<file path="config.mk">
export PLATFORM = sky130hd
export DESIGN_NAME = fwd_hazard_unit
export DESIGN_NICKNAME = d
export VERILOG_FILES = /design/src/rtl/fwd_pkg.sv /design/src/rtl/fwd_port_match.sv /design/src/rtl/fwd_hazard_unit.sv
export SDC_FILE = /design/constraint.sdc
export NUM_CORES = 1
export LEC_CHECK = 0
export ABC_AREA = 1
export BUFFER_PORTS_ARGS = -buffer_cell sky130_fd_sc_hd__buf_2
export CAP_MARGIN = 20
export CORE_ASPECT_RATIO = 1.1
export CORE_UTILIZATION = 48
export CTS_BUF_LIST = sky130_fd_sc_hd__clkbuf_8
export CTS_CLUSTER_DIAMETER = 120
export DETAILED_ROUTE_END_ITERATION = 12
export PLACE_DENSITY = 0.83
export SETUP_SLACK_MARGIN = 0.15
export SLEW_MARGIN = 20
export SYNTH_ARGS = -nofsm -noshare
export SYNTH_HDL_FRONTEND = slang
export SYNTH_SLANG_ARGS = --single-unit
</file>
<file path="constraint.sdc">
create_clock -name clk -period 1.2 [get_ports clk]
set_input_delay 0.06 -clock clk [delete_from_list [all_inputs] [get_ports clk]]
set_output_delay 0.06 -clock clk [all_outputs]
set_load 0.05 [all_outputs]
</file>
<file path="src/rtl/fwd_pkg.sv">
// Shared types for the forwarding/hazard unit: operand-select encodings and the pipeline tracking slot.
// Slot addresses are stored at FWD_AW_MAX bits, so instantiations must keep AW <= FWD_AW_MAX.
// No latency or backpressure: this file holds only declarations and a pure match helper.
package fwd_pkg;

    localparam logic [1:0] FWD_RF  = 2'b00;
    localparam logic [1:0] FWD_MEM = 2'b01;
    localparam logic [1:0] FWD_WB  = 2'b10;
    localparam logic [1:0] FWD_IMM = 2'b11;

    localparam int FWD_AW_MAX = 8;

    typedef logic [FWD_AW_MAX-1:0] fwd_dst_t;

    typedef struct packed {
        logic     valid;
        fwd_dst_t dst;
        logic     we;
        logic     load;
    } fwd_slot_t;

    // Register 0 is hardwired zero, so it never produces a forwarding hit.
    function automatic logic slot_match(input fwd_slot_t s, input fwd_dst_t a);
        return s.valid && s.we && (s.dst == a) && (a != '0);
    endfunction

endpackage

</file>
<file path="src/rtl/fwd_port_match.sv">
// Per-operand priority match against the EX and MEM slots; youngest producer wins.
// Latency: purely combinational.
// Backpressure: none; load_hit tells the top that this operand needs a load-use stall.
module fwd_port_match
    import fwd_pkg::*;
#(
    parameter int AW = 5
) (
    input  logic [AW-1:0] addr,
    input  logic          used,
    input  fwd_slot_t     ex,
    input  fwd_slot_t     mem,
    output logic [1:0]    sel,
    output logic          load_hit
);

    fwd_dst_t a;
    logic     ex_hit;
    logic     mem_hit;
    logic     unused_mem_load;

    assign a               = fwd_dst_t'(addr);
    assign ex_hit          = used && slot_match(ex, a);
    assign mem_hit         = used && slot_match(mem, a);
    assign unused_mem_load = mem.load;

    // EX result will sit in MEM next cycle; MEM result will sit in WB.
    always_comb begin
        sel = FWD_RF;
        if (ex_hit) begin
            sel = FWD_MEM;
        end else if (mem_hit) begin
            sel = FWD_WB;
        end
    end

    assign load_hit = ex_hit && ex.load;

endmodule

</file>
<file path="src/rtl/fwd_hazard_unit.sv">
// Operand forwarding and load-use hazard detection over EX/MEM/WB tracking slots; FWD_STALL_CNT_EN adds stall_cnt.
// Latency: stall is combinational from decode; fwd_sel/sd_sel are registered and aligned with EX.
// Backpressure: stall holds fetch/decode for one cycle per load-use pair; flush overrides stall.
module fwd_hazard_unit
    import fwd_pkg::*;
#(
    parameter int NPORTS = 2,
    parameter int AW     = 5
) (
    input  logic                   clk,
    input  logic                   rst,
    input  logic                   id_valid,
    input  logic [NPORTS*AW-1:0]   id_src,
    input  logic [NPORTS-1:0]      id_src_used,
    input  logic                   id_imm,
    input  logic [AW-1:0]          id_dst,
    input  logic                   id_we,
    input  logic                   id_load,
    input  logic                   flush,
    output logic                   stall,
    output logic [2*NPORTS-1:0]    fwd_sel,
`ifdef FWD_STALL_CNT_EN
    output logic [15:0]            stall_cnt,
`endif
    output logic [1:0]             sd_sel
);

    fwd_slot_t           ex_q;
    fwd_slot_t           mem_q;
    fwd_slot_t           wb_q;
    fwd_slot_t           ex_d;
    logic [1:0]          psel [NPORTS];
    logic [NPORTS-1:0]   lhit;
    logic                issue;
    logic [2*NPORTS-1:0] fwd_d;
    logic [1:0]          sd_d;
    logic                unused_wb;

    // WB is tracked for completeness of the pipeline picture; nothing forwards from it yet.
    assign unused_wb = ^wb_q;

    for (genvar p = 0; p < NPORTS; p++) begin : g_port
        logic used;
        if (p == 1) begin : g_p1
            // A store's register operand on port 1 still needs its value as store data.
            assign used = id_src_used[p] | id_imm;
        end else begin : g_pn
            assign used = id_src_used[p];
        end
        fwd_port_match #(.AW(AW)) u_match (
            .addr     (id_src[p*AW +: AW]),
            .used     (used),
            .ex       (ex_q),
            .mem      (mem_q),
            .sel      (psel[p]),
            .load_hit (lhit[p])
        );
    end

    assign stall = id_valid && !flush && (|lhit);
    assign issue = id_valid && !flush && !stall;

    always_comb begin
        ex_d  = '0;
        fwd_d = '0;
        sd_d  = FWD_RF;
        if (issue) begin
            ex_d.valid = 1'b1;
            ex_d.dst   = fwd_dst_t'(id_dst);
            ex_d.we    = id_we;
            ex_d.load  = id_load;
            for (int p = 0; p < NPORTS; p++) begin
                fwd_d[2*p +: 2] = psel[p];
            end
            if (id_imm) begin
                fwd_d[2 +: 2] = FWD_IMM;
                sd_d          = psel[1];
            end
        end
    end

    always_ff @(posedge clk) begin
        if (rst) begin
            ex_q    <= '0;
            mem_q   <= '0;
            wb_q    <= '0;
            fwd_sel <= '0;
            sd_sel  <= FWD_RF;
        end else begin
            wb_q    <= mem_q;
            mem_q   <= ex_q;
            ex_q    <= ex_d;
            fwd_sel <= fwd_d;
            sd_sel  <= sd_d;
        end
    end

`ifdef FWD_STALL_CNT_EN
    always_ff @(posedge clk) begin
        if (rst) begin
            stall_cnt <= '0;
        end else if (stall && (stall_cnt != 16'hFFFF)) begin
            stall_cnt <= stall_cnt + 16'd1;
        end
    end
`endif

endmodule
</file>
# [Yosys cells after proc, flatten, opt, wreduce, memory -nomap -nowiden]
# Cells that the tools add are included.
[totals] regBits=27 mem_count=0 input_bits=24 romBits=0 mem_bits_rw=0 word_cells=51 latch_bits=0
[classes] mux=6 n_lt_le_gt_ge=0 n_bitwise=3 addsub=0 n_eq_ne=4 n_reduce_logical=27 multipliers=0 div_mod_pow=0 shift=0
[ops] cell="== test 8 x 5 -> 1 bit" n=4
[ops] cell="logical AND 1 bit" n=19
[ops] cell="nonzero test 8 bit" n=2
[ops] cell="two-way mux 11 bit" n=1
[ops] cell="two-way mux 2 bit" n=4
[ops] cell="OR reduction 3 bit" n=2
[ops] cell="OR reduction 2 bit" n=2
[ops] cell="zero test 1 bit" n=2
[ops] cell="inverter 1 bit" n=2
[ops] cell="two-way mux 1 bit" n=1
[ops] cell="OR 1 bit" n=1

# [Longest topological paths before layout]
# Gate-level depths: netlist (run 1).
[depth] depth_word=11 mapped_depth=9 ltp_nobuf=9

# [Modules after synthesis]
# Synthesis (run 1) repeated with hierarchy kept, for this count alone.
[unflattened] hier_cells=210 area_unflattened_um2=1347.5
[modules_own_cells] mod="fwd_hazard_unit" seq_area_each_um2=440.4 cells_each=78 area_each_um2=729.4 n_inst=1
[modules_own_cells] mod="fwd_port_match" seq_area_each_um2=0.0 cells_each=66 area_each_um2=309.0 n_inst=2

# [Worst setup path after synthesis (run 1)]
# OpenSTA, ideal clock, no wires.
[synth_path] path_type="flip-flop to output port" startpoint="register ex_q[6] (netlist name)" endpoint="output stall" required_ns=1.140 arrival_ns=1.577 path_buffers=0 slack_ns=-0.437 stages_incl_launch_ff=6 cell_sequence="dfxtp_1 -> xnor2_1 -> nand2_1 -> nor2_2 -> nand3_4 -> a21oi_1"
[synth_between] elab_chain_len=7
[synth_lines] element="from (decl)" line="fwd_hazard_unit.sv:28" source="fwd_slot_t ex_q;"
[synth_lines] element="from (signal assigned)" line="fwd_hazard_unit.sv:84" source="ex_q <= '0;"
[synth_lines] element="from (signal assigned)" line="fwd_hazard_unit.sv:92" source="ex_q <= ex_d;"
[synth_lines] element="== test 8 x 5 -> 1 bit" line="fwd_pkg.sv:24" source="return s.valid && s.we && (s.dst == a) && (a != '0);"
[synth_lines] element="logical AND 1 bit (2 in a row)" line="fwd_pkg.sv:24"
[synth_lines] element="logical AND 1 bit" line="fwd_port_match.sv:23" source="assign ex_hit = used && slot_match(ex, a);"
[synth_lines] element="logical AND 1 bit" line="fwd_port_match.sv:37" source="assign load_hit = ex_hit && ex.load;"
[synth_lines] element="OR reduction 2 bit (*)" line="fwd_hazard_unit.sv:60" source="assign stall = id_valid && !flush && (|lhit);"
[synth_lines] element="logical AND 1 bit (*)" line="fwd_hazard_unit.sv:60"
[synth_lines] element="to (decl)" line="fwd_hazard_unit.sv:20" source="output logic stall,"
# Mark *: on every way between the ends. The rest lies on a longest branch, timed or not.

# [Worst setup path in the final report (run 1)]
[layout_path] startpoint="register ex_q[2] (netlist name)" endpoint="output stall"
# The elaborated chain is that of the path after synthesis.

==> run_results.csv, run 1 <==
group,metric,value,unit
yosys,ys_seq_area_frac,0.3921,
yosys,synth-edff-count,0,
critical_path,critPathRequiredTime,1.14,ns
clock_network,clockBufferDepth,2,
yosys,syn-cell-area,1072,sq um
final_layout,final_nets,212,
final_layout,regArea,431.7,sq um
global_routing,grt_pass1_wl,3.981,mm
critical_path,start_kind,"flop",
routing,dr.first_iter.drc_count,34,
clock_network,clk_latency,0.26,ns
die,die_area,2427,sq um
yosys,synth_nets,166,
routing,top_layer,"met4",
timing,timing.hold.ws,0.01641,ns
min_path,hold_path_depth,3,
die,start_util,0.5197,
final_layout,area_growth,39.21,%
routing,wl_per_cell,13.24,microns
die,rows,17,
placement,portBuffers,30,
status,outcome,"complete, but fails checks",
critical_path,r2r_setup_slack,-0.25,ns
power_and_ir_drop,p_per_area,921.7,nW/um^2
critical_path,r2r-end,"ex_q[5]",
routing,antenna_left,0,
global_routing,track_usage,0.2344,
global_routing,grt_max_degree,12,
placement,dp_hpwl,1.761,mm
clock_network,cts_tree,"done",
timing,worst_pin_slew,0.3339,ns
min_path,hold_class,"primary input to flop",
yosys,syn_avg_cell_area,7.551,sq um
yosys,yosysWarnings,0,
timing,setup_ws,-0.3569,ns
timing,hold_viol,0,
routing,viasPerCell,5.023,
routing,wl_met3,165,microns
critical_path,path_max_fanout,3,
yosys,syn_inst,142,
power_and_ir_drop,leakage,0.7158,nW
yosys,synth_top_area_share,0.3921,
critical_path,reg2reg_depth,8,
clock_network,path_clk_slew,0.07,ns
routing,drc_errors,0,
die,core,2063,sq um
clock_network,clkSinkCount,21,
final_layout,diodes,0,
global_routing,first_global_vias,989,
critical_path,arrival,1.50,ns
global_routing,antenna_found_initial,0,
critical_path,end_kind,"output pin",
yosys,ys_ff_latch,21,
die,die_width,47.07,microns
routing,met1_length,1.047,mm
clock_network,ctsHoldBuffers,0,
clock_network,htree_levels,1,
timing,final-max-slew-violation-count,0,
final_layout,multiInputGateArea,586.8,sq um
clock_network,numCtsBuffers,3,
die,io_pins,31,
timing,setup_viol,15,
timing,min_period,1.557,ns
routing,totalWireLength,2.846,mm
timing,period_share,1.297,
job,drv_cap,0,
timing,rsz0062_at_grt,"yes",
placement,place_ws,-0.1539,ns
final_layout,nFillCells,157,
critical_path,crit_start,"ex_q[2]",
yosys,yosysTopAreaCell,"dfxtp_1",
timing,relSlewSlack,0.7766,
routing,vias,1080,
routing,wl_met2,1.512,mm
yosys,post-synth-top-count-cell,"nand2_1",
yosys,synth-main-ff-cell,"dfxtp_1",
critical_path,r2r-start,"ex_q[2]",
critical_path,crit_type,"flop to output pin",
critical_path,endpoint,"stall",
yosys,synthTopCellsByArea,"dfxtp_1, nand2_1, inv_1, nor2_2, nor2_1",
global_routing,grt_remaining_overflow,0,
status,violations,"negative setup slack",
timing,finalClockSkew,0.003966,ns
power_and_ir_drop,peakVddDrop,0.9426,mV
yosys,synth_cell_types,22,
die,die-height,51.57,microns
timing,max_freq,642.3,MHz
yosys,synthArstFlopShare,0,
placement,gp_congestion,0.8361,
final_layout,drive_gt1_frac,0.4545,
clock_network,root_buffer,"clkbuf_8",
yosys,synth_commonest_cells,"nand2_1, inv_1, dfxtp_1, nor2_1, nor2_2",
routing,dr.pass1.iters,4,
-- power breakdown --
part           internal, mW  switching (mW)  total [mW]  leakage [nW]
Clock                 0.228           0.217       0.445        0.0269
Sequential            0.710          0.0124       0.722         0.174
Combinational        0.0897           0.119       0.209         0.515
-- cell families after synthesis --
kind of cell,synth area share
and+or+nand+nor,0.3524
buffers and inverters,0.1389
DFF,0.3921
xor gates and xnor gates,0.08985
AOI/OAI and AO/OA,0.02683
-- cell usage in the layout (no fill, tap or decap), types with 2 or more instances in the layout --
cell,count
buf_4,6
a21oi_2,2
dfxtp_2,6
xor2_1,5
nand3_1,3
nand2_1,21
buf_6,7
xnor2_1,5
clkbuf_8,3
inv_2,6
nand2_4,2
nor2_4,4
nand3_4,3
nand2_2,2
nor2_1,21
nand4_1,6
buf_2,29
inv_1,22
dfxtp_1,14
nor2_2,10
-- metrics by stage --
stage	util	power [mW]	instance area [sq um]	instances	TNS, ns
after floorplan	-	0.8453	1095	142	-0.003931
after global placement	0.6343	0.9077	1309	206	-0.6516
after detailed placement	0.6343	0.9129	1309	206	-1.345
after CTS	0.6853	1.363	1414	213	-2.689
after global routing	0.7235	1.429	1493	215	-4.227
final	0.7235	1.376	1493	215	-3.388
-- what timing repair did --
| item | CTS | global route |
|---|---|---|
| endpoints found under the setup margin | 15 | 15 |
| pin swaps | 6 | 9 |
| gates resized for setup | 12 | 16 |
| buffers inserted | 3 | 2 |
-- sequential cells by signal, indices dropped and copies added, names as in the netlist --
| register | cells |
|---|---|
| ex_q | 8 |
| fwd_sel | 4 |
| mem_q | 7 |
| sd_sel | 2 |
-- worst max-delay path, cell delays in order (launching register included) --
cell,delay [ns]
dfxtp_4,0.38
xnor2_4,0.19
nand2_2,0.09
nor2_4,0.15
nand3_4,0.10
a21oi_4,0.16
buf_6,0.17
-- worst min path at each step --
stage          startpoint       to  slack [ns]
2_1_floorplan   id_dst[0]  ex_q[2]        0.18
3_3_place_gp    id_dst[4]  ex_q[6]        0.28
3_5_place_dp      id_load  ex_q[0]        0.29
4_1_cts         id_dst[3]  ex_q[5]        0.01
5_1_grt             id_we  ex_q[1]        0.02
6_report        id_dst[4]  ex_q[6]        0.02
-- per-layer routing --
metal / vias up / track usage
met5: - / 0
met2: 62 / 0.4144
li1: 515 / -
met4: 0 / 0.1143
met3: 17 / 0.03819
met1: 486 / 0.2609
-- final cells by class --
class,instances,share of cell area
Multi-Input combinational cell,91,0.3931
Sequential cell,21,0.2892
Timing Repair Buffer,43,0.1936
Inverter,28,0.07041
Clock buffer,3,0.02766
Tap cell,28,0.02347
Clock inverter,1,0.002515
Power figures use the tool's default switching activity.
==> run 2, diff against run 1 <==
--- a/config.mk
+++ b/config.mk
@@ -15,6 +15,7 @@
 export DETAILED_ROUTE_END_ITERATION = 12
 export PLACE_DENSITY = 0.83
 export SETUP_SLACK_MARGIN = 0.15
+export SKIP_CTS_REPAIR_TIMING = 1
 export SLEW_MARGIN = 20
 export SYNTH_ARGS = -nofsm -noshare
 export SYNTH_HDL_FRONTEND = slang
==> run_results.csv, run 2 (synthesized netlist as in run 1, its figures left out) <==
group,metric,value,unit
die,die_area,2427,sq um
final_layout,utilization,0.6877,
placement,portBuffers,30,
placement,dp_hpwl,1.761,mm
status,outcome,"complete, but fails checks",
global_routing,track_usage,0.2118,
critical_path,start_kind,"flop",
critical_path,path_buf_inv,2,
placement,gp_congestion,0.8361,
status,violations,"negative setup slack",
power_and_ir_drop,p_int,1.024,mW
timing,min_period,1.558,ns
clock_network,clk_latency,0.26,ns
timing,rsz0062_at_grt,"yes",
clock_network,root_buffer,"clkbuf_8",
placement,place_inst,206,
critical_path,path_max_fanout,3,
power_and_ir_drop,p_comb_frac,0.141,
critical_path,r2r-end,"ex_q[2]",
routing,antenna_left,0,
timing,period_share,1.298,
min_path,worstHoldStart,"id_dst[4]",
min_path,min_delay_worst_endpoint,"ex_q[6]",
power_and_ir_drop,peakVddDrop,0.9390,mV
routing,dr.first_iter.drc_count,20,
die,io_pins,31,
timing,setup_viol,15,
die,core,2063,sq um
final_layout,largest_register_ffs,8,
power_and_ir_drop,p_per_area,960.5,nW/um^2
timing,max_freq,641.9,MHz
critical_path,crit_type,"flop to output pin",
clock_network,numCtsBuffers,3,
critical_path,cp_slowest_cell,"dfxtp_2",
clock_network,htree_levels,1,
critical_path,end_kind,"output pin",
critical_path,reg2reg_depth,8,
critical_path,r2r-start,"ex_q[5]",
routing,wl_per_cell,11.09,microns
routing,vias,1018,
final_layout,design_area,1419,sq um
die,rows,17,
min_path,hold_class,"primary input to flop",
final_layout,regMostFlops,"ex_q",
global_routing,grt_remaining_overflow,0,
final_layout,final_cell_mix,"buf_2, nand2_1, inv_1",
critical_path,critical_path.max_stage_delay,0.36,ns
power_and_ir_drop,leakage,0.6859,nW
job,drv_cap,0,
timing,finalClockSkew,0.0009114,ns
final_layout,layoutNonFillerInstCount,211,
power_and_ir_drop,clkPwrFrac,0.328,
die,die-height,51.57,microns
die,start_util,0.5197,
clock_network,clockBufferDepth,2,
timing,setup_ws,-0.3578,ns
timing,final-max-slew-violation-count,0,
critical_path,r2r_setup_slack,-0.15,ns
power_and_ir_drop,switching_share,0.2484,
routing,totalWireLength,2.340,mm
final_layout,final_common_cell,"buf_2",
final_layout,diodes,0,
power_and_ir_drop,p_switching,338.5,uW
placement,placement.cell_area,1309,sq um
critical_path,arrival,1.50,ns
final_layout,area_growth,32.32,%
power_and_ir_drop,seq_power_share,0.531,
timing,worst_pin_slew,0.2584,ns
final_layout,final_nets,208,
timing,relSlewSlack,0.8271,
routing,dr.pass1.iters,4,
critical_path,cp_top_family,"simple AND/OR/NAND/NOR gates",
min_path,hold_path_depth,3,
clock_network,path_clk_slew,0.07,ns
routing,drc_errors,0,
global_routing,antenna_found_initial,0,
clock_network,cts_tree,"done",
global_routing,grt_max_degree,12,
global_routing,grt_pass1_wl,3.643,mm
final_layout,drive_gt1_frac,0.4426,
die,die_width,47.07,microns
final_layout,top_regs,"ex_q: 8 flops, mem_q: 7 flops, fwd_sel: 4 flops",
placement,place_ws,-0.1539,ns
critical_path,path_cells,"inv_2 -> nand2_1 -> nand4_1 -> nor2_2 -> nand3_4 -> a21oi_4 -> buf_6",
critical_path,critPathRequiredTime,1.14,ns
clock_network,clkSinkCount,21,
global_routing,first_global_vias,938,
routing,viasPerCell,4.825,
timing,hold_viol,0,
[run 2: changes by cell type in the layout (fill, tap and decap cells not counted), sizes merged]
cell  delta
buf      -4
[run 2: layout make-up]
class | instances | area (sq um)
clock buffers | 3 | 41.29
well taps | 28 | 35.03
flip-flops and latches | 21 | 429.2
multi-input cells | 91 | 568.0
fillers | 175 | 644.4
inverters | 28 | 105.1
repair buffers | 39 | 236.5
clock inverters | 1 | 3.754
[run 2: worst register-to-register path, delay by kind of cell (launching register included)]
kind / cells / cell delay (ns)
buffers and inverters: 2 / 0.18
flip-flops: 1 / 0.36
AND/OR/NAND/NOR: 6 / 0.72
[run 2: metal layers]
metal,vias up,wire length [microns],GRT usage
met4,0,78,0.1190
li1,505,-,-
met5,-,0,0
met3,9,120,0.03472
met1,467,901,0.2386
met2,37,1238,0.3634
[run 2: power by group through the flow]
stage / clock network [mW] / registers (mW) / logic (mW)
final: 0.447 / 0.723 / 0.193
after global routing: 0.486 / 0.724 / 0.210
after CTS: 0.454 / 0.721 / 0.177
after detailed placement: 0 / 0.737 / 0.176
after global placement: 0 / 0.736 / 0.172
after floorplan: 0 / 0.741 / 0.104
[run 2: how the worst max path moves through the flow]
stage | from | endpoint | slack (ns) | cells past startpoint
2_1_floorplan | ex_q[6] | stall | -0.004 | 6
3_3_place_gp | ex_q[4] | stall | -0.10 | 7
3_5_place_dp | ex_q[4] | stall | -0.15 | 7
4_1_cts | ex_q[4] | stall | -0.45 | 7
5_1_grt | ex_q[5] | stall | -0.41 | 7
6_report | ex_q[5] | stall | -0.36 | 7
[run 2: metrics by stage]
| step | TNS, ns | total power [mW] | hold slack (ns) |
|---|---|---|---|
| 2_1_floorplan | -0.003931 | 0.8453 | 0.1791 |
| 3_3_place_gp | -0.6516 | 0.9077 | 0.2798 |
| 3_5_place_dp | -1.345 | 0.9129 | 0.2898 |
| 4_1_cts | -2.250 | 1.352 | 0.01672 |
| 5_1_grt | -3.037 | 1.420 | 0.01491 |
| 6_report | -2.135 | 1.363 | 0.01454 |
==> run 3, diff against run 2 <==
--- a/config.mk
+++ b/config.mk
@@ -6,14 +6,15 @@
 export NUM_CORES = 1
 export LEC_CHECK = 0
 export ABC_AREA = 1
-export BUFFER_PORTS_ARGS = -buffer_cell sky130_fd_sc_hd__buf_2
 export CAP_MARGIN = 20
 export CORE_ASPECT_RATIO = 1.1
-export CORE_UTILIZATION = 48
+export CORE_UTILIZATION = 55
 export CTS_BUF_LIST = sky130_fd_sc_hd__clkbuf_8
 export CTS_CLUSTER_DIAMETER = 120
 export DETAILED_ROUTE_END_ITERATION = 12
-export PLACE_DENSITY = 0.83
+export DONT_BUFFER_PORTS = 1
+export GPL_TIMING_DRIVEN = 0
+export PLACE_DENSITY = 0.78
 export SETUP_SLACK_MARGIN = 0.15
 export SKIP_CTS_REPAIR_TIMING = 1
 export SLEW_MARGIN = 20
==> run_results.csv, run 3 (synthesized netlist as in run 1, its figures left out) <==
group,metric,value,unit
clock_network,htree_levels,1,
timing,tns,-2.872,ns
global_routing,use_met3,0.05970,
clock_network,numCtsBuffers,3,
timing,final-max-slew-violation-count,0,
clock_network,path_clk_slew,0.07,ns
global_routing,top_usage_layer,"met2",
min_path,hold_path_depth,4,
timing,worst_pin_slew,0.4714,ns
final_layout,regMostFlops,"ex_q",
clock_network,clkSinkCount,21,
placement,portBuffers,0,
global_routing,grt_pass1_wl,3.498,mm
clock_network,clockBufferDepth,2,
routing,dr.first_iter.drc_count,49,
power_and_ir_drop,peakVddDrop,0.8762,mV
critical_path,cp_slowest_cell,"dfxtp_2",
global_routing,antenna_found_initial,0,
min_path,hold_class,"primary input to flop",
global_routing,grt_max_degree,12,
timing,rsz0062_at_grt,"yes",
critical_path,cp_top_family,"simple AND/OR/NAND/NOR gates",
final_layout,largest_register_ffs,8,
routing,viasPerCell,5.525,
die,die_width,44.10,microns
placement,dp_hpwl,1.611,mm
timing,hold_viol,0,
die,core,1802,sq um
status,violations,"design-rule violations, negative setup slack",
critical_path,path_buf_inv,1,
clock_network,clk_latency,0.26,ns
critical_path,start_kind,"flop",
die,start_util,0.5951,
critical_path,critical_path.max_stage_delay,0.36,ns
timing,finalClockSkew,0.004433,ns
final_layout,diodes,0,
die,die-height,48.31,microns
timing,setup_ws,-0.3523,ns
clock_network,cts_tree,"done",
timing,relSlewSlack,0.6853,
power_and_ir_drop,leakage,0.5869,nW
critical_path,end_kind,"output pin",
timing,min_period,1.552,ns
final_layout,final_nets,184,
timing,period_share,1.294,
clock_network,root_buffer,"clkbuf_8",
placement,place_inst,160,
power_and_ir_drop,p_per_area,995.3,nW/um^2
global_routing,gr-usage-met1,0.2582,
routing,totalWireLength,2.483,mm
critical_path,path_cells,"inv_2 -> nand2_2 -> nand4_1 -> nor2_2 -> nand3_4 -> a21oi_4",
critical_path,path_max_fanout,3,
status,outcome,"complete, but fails checks",
final_layout,nFillCells,127,
job,drv_cap,0,
global_routing,track_usage,0.2202,
timing,max_freq,644.2,MHz
global_routing,grt_remaining_overflow,0,
final_layout,top_regs,"ex_q: 8 flops, mem_q: 7 flops, fwd_sel: 4 flops",
critical_path,crit_type,"flop to output pin",
placement,gp_congestion,0.8510,
final_layout,final_cell_mix,"inv_1, nand2_1, nor2_1",
routing,antenna_left,0,
timing,setup_viol,15,
global_routing,grtUsageMet2,0.3407,
die,rows,16,
critical_path,arrival,1.49,ns
critical_path,path_depth,6,
critical_path,critPathRequiredTime,1.14,ns
final_layout,layoutNonFillerInstCount,177,
die,io_pins,31,
die,die_area,2130,sq um
routing,drc_errors,1,
critical_path,reg2reg_depth,9,
global_routing,first_global_vias,857,
final_layout,area_growth,26.02,%
routing,dr.pass1.iters,10,
final_layout,drive_gt1_frac,0.3019,
routing,vias,978,
routing,wl_per_cell,14.03,microns
[run 3: cell type report]
type	instances	area, sq um	share of cell area
Multi-Input combinational cell	91	556.8	0.4120
Sequential cell	21	434.2	0.3213
Timing Repair Buffer	13	135.1	0.1000
Inverter	28	105.1	0.07778
Buffer	2	52.55	0.03889
Clock buffer	3	41.29	0.03056
Tap cell	18	22.52	0.01667
Clock inverter	1	3.754	0.002778
[run 3: path summary, 6_finish.rpt]
check | start | end | slack (ns)
worst max register to register | ex_q[5] | ex_q[1] | -0.24
worst max-delay path | ex_q[5] | stall | -0.35
worst min-delay path | id_src_used[0] | fwd_sel[1] | 0.09
worst min register to register | ex_q[1] | mem_q[1] | 0.44
[run 3: layer usage]
metal / vias up / share of wire
met5: - / 0
met4: 0 / 0.060
met3: 19 / 0.079
met2: 69 / 0.51
met1: 430 / 0.35
li1: 460 / -
[run 3: tightest hold or removal path: stages]
cell	delay [ns]
nand3_1	0.05
nor2_1	0.05
nand4_1	0.10
nor2_2	0.04
[run 3: power by group]
group          total, mW  internal (mW)  switching, mW
Combinational      0.166         0.0867         0.0793
Sequential         0.727          0.708         0.0183
Clock              0.452          0.228          0.224
Total               1.35           1.02          0.322
[run 3: through the flow]
step                setup slack [ns]  utilization  power, mW  area (sq um)  hold WS, ns
finish                       -0.3523       0.7500      1.345          1351      0.08504
global route                 -0.4747       0.7500      1.407          1351       0.1016
detailed placement           -0.1295       0.6201     0.8650          1117       0.1814
global placement             -0.1008       0.6201     0.8601          1117       0.1803
CTS                          -0.3944       0.6451      1.305          1162     -0.09472
floorplan                  -0.003931            -     0.8453          1095       0.1791
